`config.mk`:
```
export PLATFORM = sky130hd
export DESIGN_NAME = sap1_datapath
export DESIGN_NICKNAME = d
export VERILOG_FILES = /design/src/rtl/sap1_datapath.sv
export SDC_FILE = /design/constraint.sdc
export NUM_CORES = 1
export LEC_CHECK = 0
export ABC_CLOCK_PERIOD_IN_PS = 3000
export BUFFER_PORTS_ARGS = -buffer_cell sky130_fd_sc_hd__buf_2
export CAP_MARGIN = 30
export CORE_MARGIN = 2
export CORE_UTILIZATION = 47
export CTS_CLUSTER_SIZE = 24
export DETAILED_ROUTE_END_ITERATION = 7
export PLACE_DENSITY = 0.68
export RECOVER_POWER = 25
export SETUP_SLACK_MARGIN = 0.5
export SYNTH_ARGS = -nofsm -noshare
export SYNTH_HDL_FRONTEND = slang
export SYNTH_SLANG_ARGS = --single-unit
```
`constraint.sdc`:
```
create_clock -name clk -period 3 [get_ports clk]
set_input_delay 0.45 -clock clk [delete_from_list [all_inputs] [get_ports clk]]
set_output_delay 0.45 -clock clk [all_outputs]
set_load 0.01 [all_outputs]
```
`src/rtl/sap1_datapath.sv`:
```
// SAP-1 register/bus datapath: decodes the 12-bit control word into W-bus drivers
// and register loads for PC, MAR, RAM, IR, A, B, ALU and the output register.
module sap1_datapath (
  input  logic        clk,
  input  logic        rst,
  input  logic [11:0] con_word,
  input  logic        prog_we,
  input  logic [3:0]  prog_addr,
  input  logic [7:0]  prog_data,
  output logic [3:0]  opcode,
  output logic [7:0]  out_port,
  output logic [3:0]  pc,
  output logic [7:0]  bus,
  output logic        carry,
  output logic        bus_conflict
);

  typedef struct packed {
    logic cp;
    logic ep;
    logic lm_n;
    logic ce_n;
    logic li_n;
    logic ei_n;
    logic la_n;
    logic ea;
    logic su;
    logic eu;
    logic lb_n;
    logic lo_n;
  } ctrl_t;

  ctrl_t      ctl;
  logic [3:0] mar;
  logic [7:0] ir;
  logic [7:0] a_reg;
  logic [7:0] b_reg;
  logic [7:0] out_reg;
  logic [7:0] ram [16];
  logic [7:0] alu_result;
  logic       alu_carry;
  logic [4:0] drivers;

  assign ctl = ctrl_t'(con_word);

  // Subtraction is A + ~B + 1, so the carry out doubles as "no borrow" (A >= B).
  always_comb begin
    if (ctl.su) begin
      {alu_carry, alu_result} = {1'b0, a_reg} + {1'b0, ~b_reg} + 9'd1;
    end else begin
      {alu_carry, alu_result} = {1'b0, a_reg} + {1'b0, b_reg};
    end
  end

  // More than one bit set means at least two drivers fight for the bus.
  assign drivers      = {ctl.ep, ~ctl.ce_n, ~ctl.ei_n, ctl.ea, ctl.eu};
  assign bus_conflict = (drivers & (drivers - 5'd1)) != 5'd0;

  // NOTE: bus gets a default before the priority chain so no path leaves it
  // unassigned, which would otherwise infer a latch.
  always_comb begin
    bus = 8'h00;
    if (ctl.ep)          bus = {4'h0, pc};
    else if (!ctl.ce_n)  bus = ram[mar];
    else if (!ctl.ei_n)  bus = {4'h0, ir[3:0]};
    else if (ctl.ea)     bus = a_reg;
    else if (ctl.eu)     bus = alu_result;
  end

  // NOTE: non-blocking assignments make every load sample the pre-edge bus,
  // so A <= ALU(old A, old B) and Ea with La_n=0 simply reload the old value.
  always_ff @(posedge clk) begin
    if (rst) begin
      pc      <= 4'h0;
      mar     <= 4'h0;
      ir      <= 8'h00;
      a_reg   <= 8'h00;
      b_reg   <= 8'h00;
      out_reg <= 8'h00;
      carry   <= 1'b0;
    end else begin
      if (ctl.cp)                pc      <= pc + 4'd1;
      if (!ctl.lm_n)             mar     <= bus[3:0];
      if (!ctl.li_n)             ir      <= bus;
      if (!ctl.la_n)             a_reg   <= bus;
      if (!ctl.lb_n)             b_reg   <= bus;
      if (!ctl.lo_n)             out_reg <= bus;
      if (!ctl.la_n && ctl.eu)   carry   <= alu_carry;
    end
  end

  // NOTE: the RAM array has no reset; the program survives rst and is only
  // writable through the load port while rst is held.
  always_ff @(posedge clk) begin
    if (rst && prog_we) ram[prog_addr] <= prog_data;
  end

  assign opcode   = ir[7:4];
  assign out_port = out_reg;

endmodule

```
# --- Word-level counts from Yosys, hierarchy flattened ---
# Memory sizes are Yosys's and may differ from the RTL's. A register that Yosys moved wholly into a read port is not among the register bits.
# Cells that the tools add are included.
classes:
  reduce_logical: 4
  muxes: 11
  n_bitwise: 4
  addsub: 5
op_table:
  columns: ["operator", "n"]
  rows:
  - ["$mux 8", 6]
  - ["$add 8x8->9", 2]
  - ["$add 9x1->9 const B", 1]
  - ["$mux 4", 2]
  - ["$not 8->8", 1]
  - ["$and 5x5->5", 1]
  - ["$reduce_bool 5->1", 1]
  - ["$sub 5x1->5 const B", 1]
  - ["$add 4x1->4 const B", 1]
  - ["$mux 1", 3]
  - ["$logic_and 1x1->1", 2]
  - ["$not 1->1", 2]
  - ["$logic_not 1->1", 1]
word_totals:
  out_inout_bits: 26
  register_bits: 41
  mem_bits_rw: 128
  n_memories: 1
  inputBits: 27
memory_table:
  columns: ["name", "depth", "width", "read_ports", "rd_clocked_by_memory_dff", "write_ports", "line_no", "source"]
  rows:
  - ["ram", 16, 8, 1, 1, 1, "39", "logic [7:0] ram [16];"]

# --- Depth between registers and ports, before layout ---
# Gate-level depths: netlist (run 1).
depth:
  ltp_word: 11
  ltp_mapped: 10
  ltp_nobuf: 9

# --- Least setup slack after synthesis (run 1) ---
# No wires, ideal clock.
synth_timing:
  path_kind: "register -> output"
  startpoint: "reg b_reg[2]"
  endpoint: "out bus[7]"
  required_time_ns: 2.550
  slack_ns: 0.312
  path_stages_with_launch: 10
  arrival_ns: 2.238
  cell_sequence: "dfxtp_1 > inv_1 > ha_1 > clkbuf_1 > a21oi_1 > o21ai_0 > a221oi_1 > mux2_2 > a311o_1 > nor2b_1"
synth_between:
  elab_chain_len: 9
  elab_cells_between_ends: 10
synth_rtl:
  columns: ["item", "line_no", "source"]
  rows:
  - ["start, declared", "37", "logic [7:0] b_reg;"]
  - ["start signal, assigned", "86", "if (!ctl.lb_n) b_reg <= bus;"]
  - ["$not 8->8", "49", "{alu_carry, alu_result} = {1'b0, a_reg} + {1'b0, ~b_reg} + 9'd1;"]
  - ["$add 8x8->9", "49", null]
  - ["$add 9x1->9", "49", null]
  - ["$mux 8 (*)", "48", "if (ctl.su) begin"]
  - ["$mux 8 (*)", "67", "else if (ctl.eu) bus = alu_result;"]
  - ["$mux 8 (*)", "66", "else if (ctl.ea) bus = a_reg;"]
  - ["$mux 8 (*)", "65", "else if (!ctl.ei_n) bus = {4'h0, ir[3:0]};"]
  - ["$mux 8 (*)", "64", "else if (!ctl.ce_n) bus = ram[mar];"]
  - ["$mux 8 (*)", "63", "if (ctl.ep) bus = {4'h0, pc};"]
  - ["end, declared", "13", "output logic [7:0] bus,"]
# Every way passes the cells marked *; elsewhere a longest branch is shown, timed or not.

# --- Worst setup path in the final report (run 1) ---
layout_timing:
  startpoint: "reg a_reg[4]"
  endpoint: "out bus[7]"
layout_between:
  elab_chain_len: 8
  elab_cells_between_ends: 9
layout_rtl:
  columns: ["item", "line_no", "source"]
  rows:
  - ["start, declared", "36", "logic [7:0] a_reg;"]
  - ["start signal, assigned", "85", "if (!ctl.la_n) a_reg <= bus;"]
  - ["$add 8x8->9", "49", null]
  - ["$add 9x1->9", "49", null]
  - ["$mux 8 (*)", "48", null]
  - ["$mux 8 (*)", "67", null]
  - ["$mux 8 (*)", "66", null]
  - ["$mux 8 (*)", "65", null]
  - ["$mux 8 (*)", "64", null]
  - ["$mux 8 (*)", "63", null]
# Marks and branches as above.

==> results of run 1 <==
where the power goes:
part / switching, µW / internal [µW] / leakage (µW)
logic: 376 / 328 / 0.00159
clock network: 1010 / 1190 / 0.000285
registers: 46.3 / 2620 / 0.00153
repair_timing:
action / 4_1_cts / 5_1_grt
pin swaps: 11 / 24
gates cloned: 1 / 1
setup buffers: 11 / 21
endpoints found under the setup margin: 10 / 18
gates resized for setup: 41 / 59
per-stage QoR:
stage               cell area, µm²  setup WS (ps)  power [µW]  hold WS [ps]
floorplan                     7843          511.4        3071         427.2
global placement              8448          194.3        3263         436.6
detailed placement            8448          220.2        3274         448.4
CTS                           9244         -76.19        5497         322.4
global route                  9614         -78.92        5750         344.8
finish                        9614         -15.75        5575         335.6
cells in the mapped netlist, drive strengths merged (2+ instances only):
cell,count,share of area
a2111oi,3,0.0058
xnor2,3,0.0034
a21o,2,0.0019
edfxtp,128,0.49
a211oi,2,0.0019
nor2b,9,0.0072
o21ai,19,0.012
nand3,6,0.0039
nor3,19,0.012
dfxtp,45,0.12
mux2i,10,0.013
ha,17,0.027
a311o,2,0.0026
buf,14,0.014
a31oi,7,0.0064
mux2,4,0.0058
o31ai,6,0.0058
o21a,16,0.015
inv,23,0.011
fa,2,0.0051
a32o,4,0.0051
clkbuf,18,0.0087
a311oi,5,0.0056
a21oi,21,0.014
o22ai,4,0.0032
a221oi,3,0.0034
or3,2,0.0016
nand4,9,0.0072
nand2b,7,0.0056
mux4,35,0.11
xor2,2,0.0022
o221ai,2,0.0022
nor2,38,0.018
nand2,44,0.021
o211ai,9,0.0087
and3,3,0.0024
or2,3,0.0024
nor3b,2,0.0019
routing by layer:
layer,routed length (µm),vias up,track usage
met5,0,-,0
met4,579,0,0.08781
met3,1197,43,0.05211
met2,10080,219,0.3782
met1,7882,2712,0.2909
li1,-,2375,-
worst max-delay path: cells and delay by family (launching register included):
family | cells | cell delay (ps)
flops | 1 | 360
compound gates | 4 | 940
simple gates | 1 | 140
mux | 1 | 320
buf+inv | 1 | 140
fa+ha+maj | 1 | 240
worst max path at each step:
| stage | startpoint | endpoint | slack [ps] | cells after the start |
|---|---|---|---|---|
| after floorplan | a_reg[0] | bus[6] | 510 | 8 |
| after global placement | a_reg[0] | bus[4] | 190 | 9 |
| after detailed placement | a_reg[0] | bus[4] | 220 | 9 |
| after CTS | b_reg[4] | bus[7] | -80 | 9 |
| after global routing | a_reg[4] | bus[7] | -80 | 8 |
| final | a_reg[4] | bus[7] | -20 | 8 |
final cells by class:
| class | count | area share |
|---|---|---|
| Clock buffer | 17 | 0.04425 |
| Clock inverter | 15 | 0.01783 |
| Multi-Input combinational cell | 331 | 0.3139 |
| Inverter | 24 | 0.009630 |
| Timing Repair Buffer | 117 | 0.08915 |
| Tap cell | 220 | 0.02863 |
| Sequential cell | 173 | 0.4966 |
cell families (layout without fill, tap and decap cells):
| group | after synthesis | after routing | synth area share |
|---|---|---|---|
| xor+xnor | 5 | 5 | 0.005624 |
| fa+ha+maj | 19 | 19 | 0.03245 |
| flops | 173 | 173 | 0.6092 |
| buf+inv | 56 | 173 | 0.03406 |
| simple gates | 146 | 146 | 0.08787 |
| mux | 49 | 49 | 0.1280 |
| compound gates | 112 | 112 | 0.1028 |
==> results by group, run 1 <==
Timing
  • Final worst slack: -15.75 ps
  • Endpoints failing hold: 0
  • TNS Setup: -17.25 ps
  • Worst-Margin Slew: 926.5 ps
  • Pins Over Slew Limit: 0
  • Tcrit/Tclk final: 1.005
  • Slew HR: 0.3801
  • Max Freq: 0.3316 GHz
  • Final setup fails: 2
  • Final Skew: 6.988 ps
  • Final worst path period need: 3016 ps
  • RSZ-0062 raised after global routing: yes

Worst setup path
  • Setup crit end kind: primary output
  • Slowest stage delay, CP: 360 ps
  • Most common cell on crit path: a21o_1
  • CP arrival: 2570 ps
  • Slowest stage cell, crit path: dfxtp_4
  • R2r setup slk: 400 ps
  • Critical Path Start Type: flip-flop
  • Kind of critical path: reg -> out
  • Reg2reg path depth: 15
  • RR Endpoint: ir[6]
  • CP Cell Sequence: ha_4, a21o_1, a21o_1, a221oi_2, mux2_4, a311o_1, nor2b_4, buf_6
  • WP data required: 2550 ps
  • Crit Path Max Fanout: 3
  • Worst R2R Start: a_reg[0]

Logic synthesis
  • Number of flops mapped to enable cells by yosys: 128
  • Post-Syn Instances: 560
  • Ys async rst share: 0
  • Syn_nets: 606
  • Synth Flop Type: edfxtp_1
  • Syn_area_per_cell: 13.91 µm²
  • Synth Register Bits: 173
  • Seq/Total Area, Yosys: 0.6092
  • Synth cell types: 58
  • Synthesized cell area: 0.007789 mm²
  • Yosys warnings: 0

Clocking
  • Sink Count: 173
  • Root buffer cell: clkbuf_16
  • H-tree levels: 4
  • CTS Buffer Depth: 2
  • Clock buffer count from CTS: 17
  • CTS tree: yes
  • Worst-path clk slew: 70 ps
  • Hold buffer count at CTS: 0
  • Worst-Skew Late Latency: 430 ps

Place
  • Placer congestion estimate: 0.9304
  • Cell count after placement: 831
  • Port Buffers: 52
  • Detail Placement HPWL: 13.16 mm

Outcome
  • Status: finished with violations
  • Failing checks: negative setup slack

Layout
  • Share of layout cells above drive strength 1: 0.3545
  • Filler cells: 1,270
  • Synth-to-Final Area Change: 23.44%
  • Layout Nets: 710
  • Fin cells: 897
  • Most frequent cells in the layout: edfxtp_1, buf_4, nand2_1, buf_2, nor2_1
  • Area occupied by multi-input gates: 0.003018 mm²
  • FF+latch area: 0.004775 mm²
  • Finished Core Util: 0.5860
  • Max reg flops: 128
  • Ant diodes: 0
  • Commonest non-fill, non-tap cell in the layout: edfxtp_1
  • Largest Register: ram

Die
  • Die area: 0.01762 mm²
  • Total core area: 0.01641 mm²
  • Initial core utilization: 0.4747
  • Die H: 132.7 µm
  • # IOs: 53
  • Die Span X: 132.7 µm
  • Std cell rows: 47

GRT
  • Global Route Usage Sum: 0.2272
  • Largest net degree at the start of global routing: 33
  • First-pass GRT wire length: 29.95 mm
  • Grt total ovfl: 0
  • Vias in the first global route: 5,270
  • Initial antenna violation count: 0

Routing
  • Wire per inst: 22.01 µm
  • Via Count: 5,349
  • Drc violations: 0
  • Via density: 5.963
  • Detailed Route WL: 19.74 mm
  • DR iter-0 viols: 492
  • Initial DRT Pass Iterations: 5
  • Final ANT Viol Nets: 0

Power and ir drop
  • VDD IR max: 0.0004256 V
  • PwrDens: 579.9 mW/mm²
  • Leakage dissipation: 0.003402 µW

Worst hold path
  • Hold depth: 3
  • Hold path start: con_word[11]
  • Hold WC Path Type: in -> reg
  • Hold Path Sink: pc[0]

Flow run
  • Maxcap violations: 0
Note: power is estimated with default switching activity, not from simulation.
==> run 2, diff against run 1 <==
==> constraint.sdc (replaced) <==
create_clock -name clk -period 3 [get_ports clk]
set_input_delay 0.3 -clock clk [delete_from_list [all_inputs] [get_ports clk]]
set_output_delay 0.3 -clock clk [all_outputs]
set_load 0.01 [all_outputs]
==> results by group, run 2 (synthesis gave the netlist of run 1 again) <==
Clocking
  • CTS tree: yes
  • H-tree levels: 4
  • CTS Buffer Depth: 2
  • Worst-path clk slew: 70 ps
  • Worst-Skew Late Latency: 440 ps
  • Sink Count: 173
  • Root buffer cell: clkbuf_16
  • Clock buffer count from CTS: 17
  • Hold buffer count at CTS: 0

Timing
  • RSZ-0062 raised after global routing: yes
  • Endpoints failing hold: 0
  • Final worst path period need: 2904 ps
  • Max Freq: 0.3443 GHz
  • Tcrit/Tclk final: 0.9681
  • TNS Setup: 0 ps
  • Pins Over Slew Limit: 0
  • Worst-Margin Slew: 984.1 ps
  • Final setup fails: 0
  • Slew HR: 0.3415
  • Final Skew: 10.47 ps

Worst setup path
  • CP Cell Sequence: inv_2, ha_4, a21o_1, a21o_1, a221oi_2, mux2_4, a311o_1, nor2b_1, buf_2
  • Most common cell on crit path: a21o_1
  • Critical Path Start Type: flip-flop
  • Slowest stage cell, crit path: dfxtp_2
  • Crit Path Max Fanout: 2
  • CP arrival: 2600 ps
  • WP data required: 2700 ps
  • Setup crit end kind: primary output
  • Kind of critical path: reg -> out
  • Slowest stage delay, CP: 340 ps

Routing
  • Via Count: 5,284
  • Final ANT Viol Nets: 0
  • Initial DRT Pass Iterations: 5
  • DR iter-0 viols: 559
  • Via density: 5.937
  • Wire per inst: 22.27 µm
  • Drc violations: 0
  • Detailed Route WL: 19.82 mm

Die
  • Std cell rows: 47
  • Initial core utilization: 0.4747
  • Die area: 0.01762 mm²
  • # IOs: 53
  • Die H: 132.7 µm
  • Die Span X: 132.7 µm
  • Total core area: 0.01641 mm²

Layout
  • Filler cells: 1,295
  • Layout Nets: 703
  • Ant diodes: 0
  • Largest Register: ram
  • Finished Core Util: 0.5781
  • Max reg flops: 128
  • Most frequent cells in the layout: edfxtp_1, buf_4, buf_2
  • Commonest non-fill, non-tap cell in the layout: edfxtp_1
  • Synth-to-Final Area Change: 21.77%
  • Area occupied by multi-input gates: 0.002950 mm²
  • FF+latch area: 0.004771 mm²
  • Share of layout cells above drive strength 1: 0.3343

GRT
  • First-pass GRT wire length: 30.36 mm
  • Vias in the first global route: 5,316
  • Largest net degree at the start of global routing: 32
  • Global Route Usage Sum: 0.2332
  • Initial antenna violation count: 0
  • Grt total ovfl: 0

Outcome
  • Status: complete, no violations

Place
  • Port Buffers: 52
  • Detail Placement HPWL: 12.69 mm
  • Placer congestion estimate: 0.9219

Worst hold path
  • Hold WC Path Type: in -> reg

Power and ir drop
  • Leakage dissipation: 0.003349 µW
  • PwrDens: 576.8 mW/mm²
  • VDD IR max: 0.0004318 V

Flow run
  • Maxcap violations: 0
run 2: cell types whose count changed in the layout (fill, tap and decap cells not counted), moves of 3 or more:
cell	before	now
a21oi_2	4	7
buf_4	56	45
inv_8	6	3
clkinvlp_4	3	0
run 2: critical path: cells and delay by family (launching register included):
| kind | cells | cell delay, ps |
|---|---|---|
| AO/OA/AOI/OAI | 4 | 950 |
| multiplexers | 1 | 330 |
| AND/OR/NAND/NOR | 1 | 140 |
| flip-flops | 1 | 340 |
| adder cells (fa/ha/maj) | 1 | 230 |
| buffers and inverters | 2 | 200 |
run 2: power breakdown:
group          switching (µW)  internal [µW]  total [µW]
clock                     972           1160        2130
sequential               49.8           2620        2670
combinational             356            307         663
total                    1380           4090        5470
run 2: per-layer routing:
| layer | up-vias | share of wire | global-route usage |
|---|---|---|---|
| met4 | 0 | 0.029 | 0.1016 |
| li1 | 2359 | - | - |
| met5 | - | 0 | 0 |
| met1 | 2654 | 0.41 | 0.2966 |
| met2 | 231 | 0.50 | 0.3854 |
| met3 | 40 | 0.060 | 0.05326 |
run 2: worst paths after layout:
kind,startpoint,end,slack (ps),cells after the start
hold / removal,con_word[9],mar[2],180,2
setup reg to reg,b_reg[0],ir[6],460,13
hold reg to reg,carry,carry,450,2
setup / recovery,b_reg[4],bus[7],100,9
run 2: repair_timing:
item / CTS / global route
hold endpoints to repair: 0 / 0
gates cloned: 3 / 1
resized for setup: 70 / 22
endpoints found under the setup margin: 14 / 20
setup buffers: 24 / 4
pin swaps: 20 / 8
run 2: layout make-up:
cell class / instances / share of cell area
sequential: 173 / 0.5030
clock buffer: 18 / 0.04525
clock inverter: 14 / 0.01412
inverter: 24 / 0.009499
timing repair buffer: 110 / 0.08799
multi-input combinational: 331 / 0.3111
tap: 220 / 0.02902
run 2: stage by stage:
step	cell area [µm²]	hold WS [ps]	worst slack (ps)	total power, µW	std cells
6_report	9484	181.5	95.75	5470	890
5_1_grt	9484	193.9	16.77	5645	890
4_1_cts	9358	168.3	90.85	5472	885
3_5_place_dp	8383	448.0	223.8	3249	826
3_3_place_gp	8383	437.8	271.1	3238	826
2_1_floorplan	7802	398.9	513.7	3058	560
